==> config.mk <==
export PLATFORM = sky130hd
export DESIGN_NAME = vector_seq_ctrl_flat
export DESIGN_NICKNAME = d
export VERILOG_FILES = /design/src/rtl/vector_seq_ctrl_pkg.sv /design/src/rtl/vector_seq_ctrl_if.sv /design/src/rtl/vector_seq_ctrl_lane_decode.sv /design/src/rtl/vector_seq_ctrl.sv /design/src/flat_wrapper.sv
export SDC_FILE = /design/constraint.sdc
export NUM_CORES = 1
export LEC_CHECK = 0
export CAP_MARGIN = 40
export CORE_MARGIN = 2
export CORE_UTILIZATION = 46
export CTS_BUF_LIST = sky130_fd_sc_hd__clkbuf_4 sky130_fd_sc_hd__clkbuf_8 sky130_fd_sc_hd__clkbuf_16
export DETAILED_ROUTE_END_ITERATION = 7
export PLACE_DENSITY = 0.74
export SYNTH_ARGS = -nofsm -noshare
export SYNTH_HDL_FRONTEND = slang
export SYNTH_SLANG_ARGS = --single-unit
export TNS_END_PERCENT = 10
==> constraint.sdc <==
create_clock -name clock -period 1.95 [get_ports clock]
set_clock_uncertainty 0.2 [all_clocks]
set_input_delay 0.195 -clock clock [delete_from_list [all_inputs] [get_ports clock]]
set_output_delay 0.195 -clock clock [all_outputs]
set_load 0.005 [all_outputs]
==> src/rtl/vector_seq_ctrl_pkg.sv <==
// ============================================================================
//  Module : vector_seq_ctrl_pkg
//  Brief  : Opcodes, MemMux selects, state encoding and strobe decode for the
//           vector sequencing sub-controller.
//  Rev    : 1.0  initial release
// ============================================================================
`default_nettype none

package vector_seq_ctrl_pkg;

  localparam int LANES_DEF = 4;
  localparam int CNT_W_DEF = 3;
  localparam int OP_W      = 2;
  localparam int MEMIN_W   = 3;

  localparam logic [OP_W-1:0] OP_VLD  = 2'b00;
  localparam logic [OP_W-1:0] OP_VST  = 2'b01;
  localparam logic [OP_W-1:0] OP_VADD = 2'b10;
  localparam logic [OP_W-1:0] OP_ILL  = 2'b11;

  localparam logic [MEMIN_W-1:0] MEMIN_LANE0 = 3'd0;
  localparam logic [MEMIN_W-1:0] MEMIN_LANE1 = 3'd1;
  localparam logic [MEMIN_W-1:0] MEMIN_LANE2 = 3'd2;
  localparam logic [MEMIN_W-1:0] MEMIN_LANE3 = 3'd3;
  localparam logic [MEMIN_W-1:0] MEMIN_R1    = 3'd4;

  typedef enum logic [3:0] {
    S_IDLE    = 4'd0,
    S_VLD     = 4'd1,
    S_VLD_WB  = 4'd2,
    S_VST_X   = 4'd3,
    S_VST     = 4'd4,
    S_VADD_X  = 4'd5,
    S_VADD_T  = 4'd6,
    S_VADD_WB = 4'd7,
    S_DONE    = 4'd8
  } state_e;

  typedef struct packed {
    logic               busy;
    logic               done;
    logic               mem_read;
    logic               mem_write;
    logic               addr_sel;
    logic [MEMIN_W-1:0] mem_in;
    logic               r2_load;
    logic               r2_sel;
    logic               x1_load;
    logic               x2_load;
    logic               vout_sel;
    logic [3:0]         t_ld;
    logic               vrf_write;
  } ctrl_t;

  // Strobes for one state/counter point; per-lane VLD captures are OR-ed in
  // by the caller from the lane decoder.
  function automatic ctrl_t ctrl_decode(state_e s, logic k_zero, logic k_issue,
                                        logic [1:0] lane);
    ctrl_t c;
    c          = '0;
    c.busy     = (s != S_IDLE);
    c.addr_sel = (s == S_IDLE);
    c.mem_in   = MEMIN_R1;
    case (s)
      S_VLD: begin
        c.mem_read = k_issue;
        c.r2_load  = k_issue;
        c.r2_sel   = k_issue;
        c.vout_sel = !k_zero;
      end
      S_VLD_WB, S_VADD_WB: c.vrf_write = 1'b1;
      S_VST_X: c.x1_load = 1'b1;
      S_VST: begin
        c.mem_write = 1'b1;
        c.r2_load   = 1'b1;
        c.r2_sel    = 1'b1;
        case (lane)
          2'd0:    c.mem_in = MEMIN_LANE0;
          2'd1:    c.mem_in = MEMIN_LANE1;
          2'd2:    c.mem_in = MEMIN_LANE2;
          default: c.mem_in = MEMIN_LANE3;
        endcase
      end
      S_VADD_X: begin
        c.x1_load = 1'b1;
        c.x2_load = 1'b1;
      end
      S_VADD_T: begin
        c.t_ld     = 4'b1111;
        c.vout_sel = 1'b0;
      end
      S_DONE: c.done = k_zero;
      default: ;
    endcase
    return c;
  endfunction

endpackage

`default_nettype wire

==> src/rtl/vector_seq_ctrl_if.sv <==
// ============================================================================
//  Module : vector_seq_ctrl_if
//  Brief  : Handshake from the main FSM plus the vector datapath/memory strobes.
//  Rev    : 1.0  initial release
// ============================================================================
`default_nettype none

interface vector_seq_ctrl_if;
  import vector_seq_ctrl_pkg::*;

  logic               start;
  logic [OP_W-1:0]    op;
  logic               busy;
  logic               done;
  logic               mem_read;
  logic               mem_write;
  logic               addr_sel;
  logic [MEMIN_W-1:0] mem_in;
  logic               r2_load;
  logic               r2_sel;
  logic               x1_load;
  logic               x2_load;
  logic               vout_sel;
  logic [3:0]         t_ld;
  logic               vrf_write;

  modport master (
    output start, op,
    input  busy, done, mem_read, mem_write, addr_sel, mem_in, r2_load, r2_sel,
           x1_load, x2_load, vout_sel, t_ld, vrf_write
  );

  modport slave (
    input  start, op,
    output busy, done, mem_read, mem_write, addr_sel, mem_in, r2_load, r2_sel,
           x1_load, x2_load, vout_sel, t_ld, vrf_write
  );

endinterface

`default_nettype wire

==> src/rtl/vector_seq_ctrl_lane_decode.sv <==
// ============================================================================
//  Module : vector_seq_ctrl_lane_decode
//  Brief  : 2-bit lane index to 4-bit one-hot T-register load, gated by enable.
//  Rev    : 1.0  initial release
// ============================================================================
`default_nettype none

module vector_seq_ctrl_lane_decode (
  input  logic [1:0] lane_i,
  input  logic       en_i,
  output logic [3:0] onehot_o
);

  always_comb begin
    onehot_o = '0;
    if (en_i) onehot_o[lane_i] = 1'b1;
  end

endmodule

`default_nettype wire

==> src/rtl/vector_seq_ctrl.sv <==
// ============================================================================
//  Module : vector_seq_ctrl
//  Brief  : Sequences per-lane strobes for VLD / VST / VADD and returns done.
//  Rev    : 1.0  initial release
// ============================================================================
`default_nettype none

module vector_seq_ctrl
  import vector_seq_ctrl_pkg::*;
#(
  parameter int LANES = LANES_DEF,
  parameter int CNT_W = CNT_W_DEF
) (
  input  logic               clock,
  input  logic               reset,
  vector_seq_ctrl_if.slave   bus
);

  localparam logic [CNT_W-1:0] CNT_ZERO = '0;
  localparam logic [CNT_W-1:0] CNT_ONE  = CNT_W'(1);
  localparam logic [CNT_W-1:0] VLD_LAST = CNT_W'(LANES);
  localparam logic [CNT_W-1:0] VST_LAST = CNT_W'(LANES - 1);

  state_e           state_q, state_d;
  logic [CNT_W-1:0] cnt_q, cnt_d;
  ctrl_t            ctrl_q, ctrl_d;
  logic [3:0]       lane_hot;
  logic             lane_en;
  logic [1:0]       cap_lane;

  // An illegal op parks in DONE with the counter at one, so done still comes
  // a cycle later and no datapath strobe is ever raised.
  always_comb begin
    state_d = state_q;
    cnt_d   = cnt_q;
    unique case (state_q)
      S_IDLE: begin
        if (bus.start) begin
          cnt_d = CNT_ZERO;
          case (bus.op)
            OP_VLD:  state_d = S_VLD;
            OP_VST:  state_d = S_VST_X;
            OP_VADD: state_d = S_VADD_X;
            OP_ILL: begin
              state_d = S_DONE;
              cnt_d   = CNT_ONE;
            end
            default: state_d = S_IDLE;
          endcase
        end
      end
      S_VLD: begin
        if (cnt_q == VLD_LAST) begin
          state_d = S_VLD_WB;
          cnt_d   = CNT_ZERO;
        end else begin
          cnt_d = cnt_q + CNT_ONE;
        end
      end
      S_VLD_WB: state_d = S_DONE;
      S_VST_X:  state_d = S_VST;
      S_VST: begin
        if (cnt_q == VST_LAST) begin
          state_d = S_DONE;
          cnt_d   = CNT_ZERO;
        end else begin
          cnt_d = cnt_q + CNT_ONE;
        end
      end
      S_VADD_X:  state_d = S_VADD_T;
      S_VADD_T:  state_d = S_VADD_WB;
      S_VADD_WB: state_d = S_DONE;
      S_DONE: begin
        if (cnt_q != CNT_ZERO) cnt_d = cnt_q - CNT_ONE;
        else                   state_d = S_IDLE;
      end
      default: begin
        state_d = S_IDLE;
        cnt_d   = CNT_ZERO;
      end
    endcase
  end

  // Lane k-1 is captured while lane k is being issued (one-cycle memory latency).
  assign lane_en  = (state_d == S_VLD) && (cnt_d != CNT_ZERO);
  assign cap_lane = 2'(cnt_d - CNT_ONE);

  vector_seq_ctrl_lane_decode u_lane_decode (
    .lane_i   (cap_lane),
    .en_i     (lane_en),
    .onehot_o (lane_hot)
  );

  always_comb begin
    ctrl_d      = ctrl_decode(state_d, cnt_d == CNT_ZERO, cnt_d < VLD_LAST, 2'(cnt_d));
    ctrl_d.t_ld = ctrl_d.t_ld | lane_hot;
  end

  always_ff @(posedge clock or posedge reset) begin
    if (reset) begin
      state_q <= S_IDLE;
      cnt_q   <= CNT_ZERO;
      ctrl_q  <= ctrl_decode(S_IDLE, 1'b1, 1'b1, 2'd0);
    end else begin
      state_q <= state_d;
      cnt_q   <= cnt_d;
      ctrl_q  <= ctrl_d;
    end
  end

  assign bus.busy      = ctrl_q.busy;
  assign bus.done      = ctrl_q.done;
  assign bus.mem_read  = ctrl_q.mem_read;
  assign bus.mem_write = ctrl_q.mem_write;
  assign bus.addr_sel  = ctrl_q.addr_sel;
  assign bus.mem_in    = ctrl_q.mem_in;
  assign bus.r2_load   = ctrl_q.r2_load;
  assign bus.r2_sel    = ctrl_q.r2_sel;
  assign bus.x1_load   = ctrl_q.x1_load;
  assign bus.x2_load   = ctrl_q.x2_load;
  assign bus.vout_sel  = ctrl_q.vout_sel;
  assign bus.t_ld      = ctrl_q.t_ld;
  assign bus.vrf_write = ctrl_q.vrf_write;

endmodule

`default_nettype wire

==> src/flat_wrapper.sv <==
// flat-port wrapper written by rule: the top's interface ports become plain ports
module vector_seq_ctrl_flat import vector_seq_ctrl_pkg::*;
#(
  parameter int LANES = LANES_DEF,
  parameter int CNT_W = CNT_W_DEF
)
  (clock, reset, bus_start, bus_op, bus_busy, bus_done, bus_mem_read, bus_mem_write, bus_addr_sel, bus_mem_in, bus_r2_load, bus_r2_sel, bus_x1_load, bus_x2_load, bus_vout_sel, bus_t_ld, bus_vrf_write);
  vector_seq_ctrl_if bus_i ();
  input  logic clock;
  input  logic reset;
  input wire logic [$bits(bus_i.start)-1:0] bus_start;
  input wire logic [$bits(bus_i.op)-1:0] bus_op;
  output wire logic [$bits(bus_i.busy)-1:0] bus_busy;
  output wire logic [$bits(bus_i.done)-1:0] bus_done;
  output wire logic [$bits(bus_i.mem_read)-1:0] bus_mem_read;
  output wire logic [$bits(bus_i.mem_write)-1:0] bus_mem_write;
  output wire logic [$bits(bus_i.addr_sel)-1:0] bus_addr_sel;
  output wire logic [$bits(bus_i.mem_in)-1:0] bus_mem_in;
  output wire logic [$bits(bus_i.r2_load)-1:0] bus_r2_load;
  output wire logic [$bits(bus_i.r2_sel)-1:0] bus_r2_sel;
  output wire logic [$bits(bus_i.x1_load)-1:0] bus_x1_load;
  output wire logic [$bits(bus_i.x2_load)-1:0] bus_x2_load;
  output wire logic [$bits(bus_i.vout_sel)-1:0] bus_vout_sel;
  output wire logic [$bits(bus_i.t_ld)-1:0] bus_t_ld;
  output wire logic [$bits(bus_i.vrf_write)-1:0] bus_vrf_write;
  assign bus_i.start = bus_start;
  assign bus_i.op = bus_op;
  assign bus_busy = bus_i.busy;
  assign bus_done = bus_i.done;
  assign bus_mem_read = bus_i.mem_read;
  assign bus_mem_write = bus_i.mem_write;
  assign bus_addr_sel = bus_i.addr_sel;
  assign bus_mem_in = bus_i.mem_in;
  assign bus_r2_load = bus_i.r2_load;
  assign bus_r2_sel = bus_i.r2_sel;
  assign bus_x1_load = bus_i.x1_load;
  assign bus_x2_load = bus_i.x2_load;
  assign bus_vout_sel = bus_i.vout_sel;
  assign bus_t_ld = bus_i.t_ld;
  assign bus_vrf_write = bus_i.vrf_write;
  vector_seq_ctrl #(.LANES(LANES), .CNT_W(CNT_W)) u_core (.clock(clock), .reset(reset), .bus(bus_i));
endmodule
; Word-level counts from Yosys, hierarchy flattened
; Index checks and enable logic that the tools add are counted.
[totals]
register_bits = 25
latchBits = 0
ramBits = 0
mem_bits_ro = 0
input_bits = 5
output_inout_bits = 18
word_cells = 86
n_memories = 0
[classes]
add_sub_neg = 3
n_mul = 0
n_div = 0
magnitude_cmp = 3
eq_ne = 23
shift = 0
muxes = 26
bitwise_logic = 1
reduce_logical = 15
[op_table]
columns = op, count
row1 = $eq A4 B3 Y1 const B, 8
row2 = $pmux W4 S8, 1
row3 = $mux W4, 6
row4 = $eq A4 B2 Y1 const B, 4
row5 = $pmux W4 S4, 1
row6 = $mux W3, 5
row7 = $pmux W3 S5, 1
row8 = $mux W1, 9
row9 = $eq A4 B1 Y1 const B, 2
row10 = $eq A4 B4 Y1 const B, 2
row11 = $logic_not A4 Y1, 2
row12 = $eq A2 B2 Y1 const B, 3
row13 = $pmux W2 S3, 1
row14 = $reduce_bool A3 Y1, 2
row15 = $reduce_or A2 Y1, 3
row16 = $reduce_or A5 Y1, 1
row17 = $eq A2 B1 Y1 const B, 2
row18 = $logic_not A2 Y1, 2
row19 = $or A4 B4 Y4, 1
row20 = $pmux W2 S2, 1
row21 = $reduce_bool A4 Y1, 1
row22 = $add A3 B1 Y3 const B, 1
row23 = $eq A3 B2 Y1 const B, 1
row24 = $eq A3 B3 Y1 const B, 1
row25 = other kinds (9), 10

; Logic depth before layout (Yosys ltp)
[depth]
ltp_word = 11
mapped_depth = 8
depth_no_buf = 8

; By module
; From an unflattened synthesis, not the netlist that was laid out.
[hier_totals]
hier_cells = 130
hier_area_um2 = 1355.0
[by_module_without_submodules]
columns = module, n_inst, cells_per_inst, area_per_inst_um2, seq_area_each_um2
row1 = vector_seq_ctrl, 1, 126, 1317.5, 603.1
row2 = vector_seq_ctrl_lane_decode, 1, 4, 37.5, 0.0

; Worst setup path after synthesis
; No wires, ideal clock.
[synth_path]
kind = register -> register
start = reg u_core.cnt_q[0]
end = reg u_core.ctrl_q (netlist bit u_core.bus.vout_sel)
setup_time_ns = 0.124
arrival_time_ns = 1.577
t_required_ns = 1.626
path_slack_ns = 0.049
stages_incl_launch_ff = 8
cell_sequence = dfrtp_1 ha_1 ha_1 nand2b_1 a21oi_1 a221o_1 and3_1 o31a_1
[synth_lines]
columns = element, line
row1 = "start, declared", vector_seq_ctrl.sv:25  ; logic [CNT_W-1:0] cnt_q, cnt_d;
row2 = "start signal, assigned", vector_seq_ctrl.sv:106  ; cnt_q <= cnt_d;
row3 = "end signal, assigned", vector_seq_ctrl.sv:103  ; ctrl_q <= ctrl_decode(S_IDLE, 1'b1, 1'b1, 2'd0);
row4 = "end signal, assigned", vector_seq_ctrl.sv:107  ; ctrl_q <= ctrl_d;
row5 = "end, declared", vector_seq_ctrl.sv:26  ; ctrl_t ctrl_q, ctrl_d;

==> reports/results.tsv <==
metric	value	unit
status	finished with violations	
failing checks	negative setup slack	
Remaining Overflow, GRT	0	
# rows	18	
DIE AREA	3160	um2
synth cell count leaders	22 x dfrtp_1, 13 x inv_1, 9 x nor2_1, 6 x nand2_1	
Cells after DPL	197	
CP Class	flop to flop	
worst path cell trace	or4b_4, o22ai_4, nor2_2, o221a_4, o31ai_4	
grt peak-use layer	met2	
number of clock sinks	24	
sequential share of the synthesized area	48.1	%
Fill cells	144	
share of layout cells above drive strength 1	43.6	%
layout overhead on the synthesized area	60.2	%
first-pass GRT wire length	5480	um
clock-pin slew of the registers on the worst-case setup and hold paths	0.14	ns
Top delay family on crit path	compound AO/OA/AOI/OAI gates	
period utilization	106	%
CP Max Fanout	5	
IO buf count	22	
fin crit period	2.07	ns
Slew HR	77.2	%
Vias/cell	5.38	
clk_lat worst skew	0.31	ns
critical path's slowest cell	or4b_4	
Worst Max-Slew Pin Slew	0.341	ns
peak supply drop	1590	uV
EDFF count, synth	0	
top-count cell post-synth	dfrtp_1	
Detailed Place HPWL	2420	um
Critical Path Start Type	flop	
GRT Total Usage	22.1	%
Post-DP Area	1680	um2
top post-synthesis cells by area	dfrtp_1 44%, ha_1 5.0%, dfstp_2 4.2%	
# IOs	23	
initial drt markers	28	
CTS root buffer	clkbuf_4	
Tot Pwr	3.47	mW
largest net degree at the start of global routing	25	
Final Hold Viols	0	
ys flop type	dfrtp_1	
r2r endpoint	u_core.bus.t_ld[1]	
CTS Hold Buffers Added	0	
CTS tree	yes	
Clock Path Buffers	2	
Worst EP arrival	2.11	ns
ys async rst share	100	%
pre-CTS WS	-0.262	ns
Pleak	0.909	nW
Starting Density	49.8	%
max-cap violation count	0	
area occupied by registers	608	um2
DRT antenna net count	0	
H-tree depth	1	
Synth top area share	43.9	%
n_diodes	0	
Cell Area, Synth	1250	um2
# DRC	0	
CTS buffer count	3	
GRT met3 Usage	3.02	%
final WL	3380	um
#FFs+latches synth	24	
vias in the first global route	1106	
HP Class	primary input to async pin	
routed len/inst	16.2	um
met2 Track Usage GR	36.3	%
final net count	190	
RSZ-0062 raised after global routing	yes	
CORE AREA	2520	um2
final instance area	2010	um2
Setup-failing EPs final	11	
detailed-router iteration count before antenna repair	4	
cell taking the most area after synthesis	dfrtp_1	
die span in y	56.2	um
worst reg2reg path depth	5	
count of different cell masters after synthesis	44	
power per cell area	1730	nW/um2
initial antenna violation count	0	
final max-slew violation count	0	
Post-Syn Area per Cell	10.0	um2
Peak Freq	484	MHz
CP Buf/Inv Count	0	
Synthesis Warnings	0	
Final Non-Filler Cells	209	
Syn Inst Count	125	
net count after synthesis	135	
critical path capture point type	flop	
multi-input logic area	744	um2
setup_tns	-0.876	ns
Final WS setup	-0.118	ns
gp weighted congestion	0.870	
Critical Path RT	1.99	ns
DR vias	1124	
Reg2Reg Setup Slack	-0.12	ns
die width	56.2	um
r2r startpoint	u_core.state_q[0]	
met1 Track Usage GR	31.9	%
crit-path max cell delay	0.58	ns
tightest hold or removal path: stages:
cell and delay [ns]:
clkdlybuf4s50_1 0.40, inv_1 0.05, buf_4 0.30
registers in the layout, indices dropped and copies added, names as in the netlist:
signal                count
u_core.bus.vrf_write      1
u_core.bus.t_ld           4
u_core.bus.x1_load        1
u_core.bus.addr_sel       1
u_core.bus.mem_read       1
u_core.bus.x2_load        1
u_core.bus.mem_in         3
u_core.state_q            4
u_core.bus.busy           1
u_core.bus.r2_load        1
u_core.bus.mem_write      1
u_core.cnt_q              3
u_core.bus.vout_sel       1
u_core.bus.done           1
area by class of cell:
type                            count  area share [%]
Clock inverter                      1            1.49
Sequential cell                    24            30.2
Multi-Input combinational cell     78            37.0
Clock buffer                        3            1.12
Inverter                           14            2.74
Timing Repair Buffer               59            25.5
Tap cell                           30            1.87
logic make-up after synthesis:
logic type	Yosys count	share of synthesized area (%)
simple gates	39	16.9
compound gates	28	17.8
flops	24	48.1
buf+inv	23	7.98
xor+xnor	5	3.49
fa+ha+maj	5	4.99
mux	1	0.798
report_power, final:
group | leakage, nW | total, mW | switching, mW | internal [mW]
clock | 0.0279 | 0.364 | 0.156 | 0.208
sequential | 0.307 | 0.823 | 0.122 | 0.701
combinational | 0.574 | 2.29 | 1.09 | 1.20
total | 0.909 | 3.47 | 1.37 | 2.11
cells in the final DEF, fill, tap and decap left out, drive strengths merged, types with 2 or more instances in the layout:
| cell type | count |
|---|---|
| nand2b | 4 |
| nor4 | 2 |
| a21oi | 5 |
| dfrtp | 22 |
| nand3 | 4 |
| nand2 | 6 |
| nor2 | 9 |
| buf | 37 |
| dfstp | 2 |
| inv | 14 |
| or4 | 2 |
| o31ai | 5 |
| a31oi | 2 |
| nor3 | 2 |
| o22a | 2 |
| or2 | 2 |
| clkbuf | 3 |
| a32oi | 3 |
| clkdlybuf4s50 | 22 |
| xnor2 | 4 |
| ha | 5 |
what timing repair did:
item                                    in CTS  in global routing
pin swaps                                   14                 11
endpoints found under the setup margin      11                 14
setup buffers                                4                  4
gates resized for setup                     17                 28
hold endpoints to repair                     0                  0
worst max path at each step:
stage,from,end,depth (start not counted)
2_1_floorplan,u_core.cnt_q[0],u_core.bus.vout_sel,7
3_3_place_gp,bus_start,u_core.bus.t_ld[2],6
3_5_place_dp,bus_start,u_core.bus.t_ld[1],6
4_1_cts,u_core.state_q[2],u_core.bus.t_ld[1],4
5_1_grt,u_core.state_q[2],u_core.bus.busy,7
6_report,u_core.state_q[0],u_core.bus.t_ld[1],5
per-layer routing:
| metal | vias up | part of all wire, % |
|---|---|---|
| met4 | 0 | 0 |
| met3 | 0 | 2.6 |
| met5 | - | 0 |
| met2 | 16 | 52 |
| li1 | 546 | - |
| met1 | 562 | 45 |
through the flow:
step                hold WS [ns]  utilization, %
floorplan                0.00814               -
global route              0.0498            79.7
finish                    0.0122            79.7
global placement           0.358            66.7
CTS                       0.0304            73.0
detailed placement         0.392            66.7
Note: power is estimated with default switching activity, not from simulation.
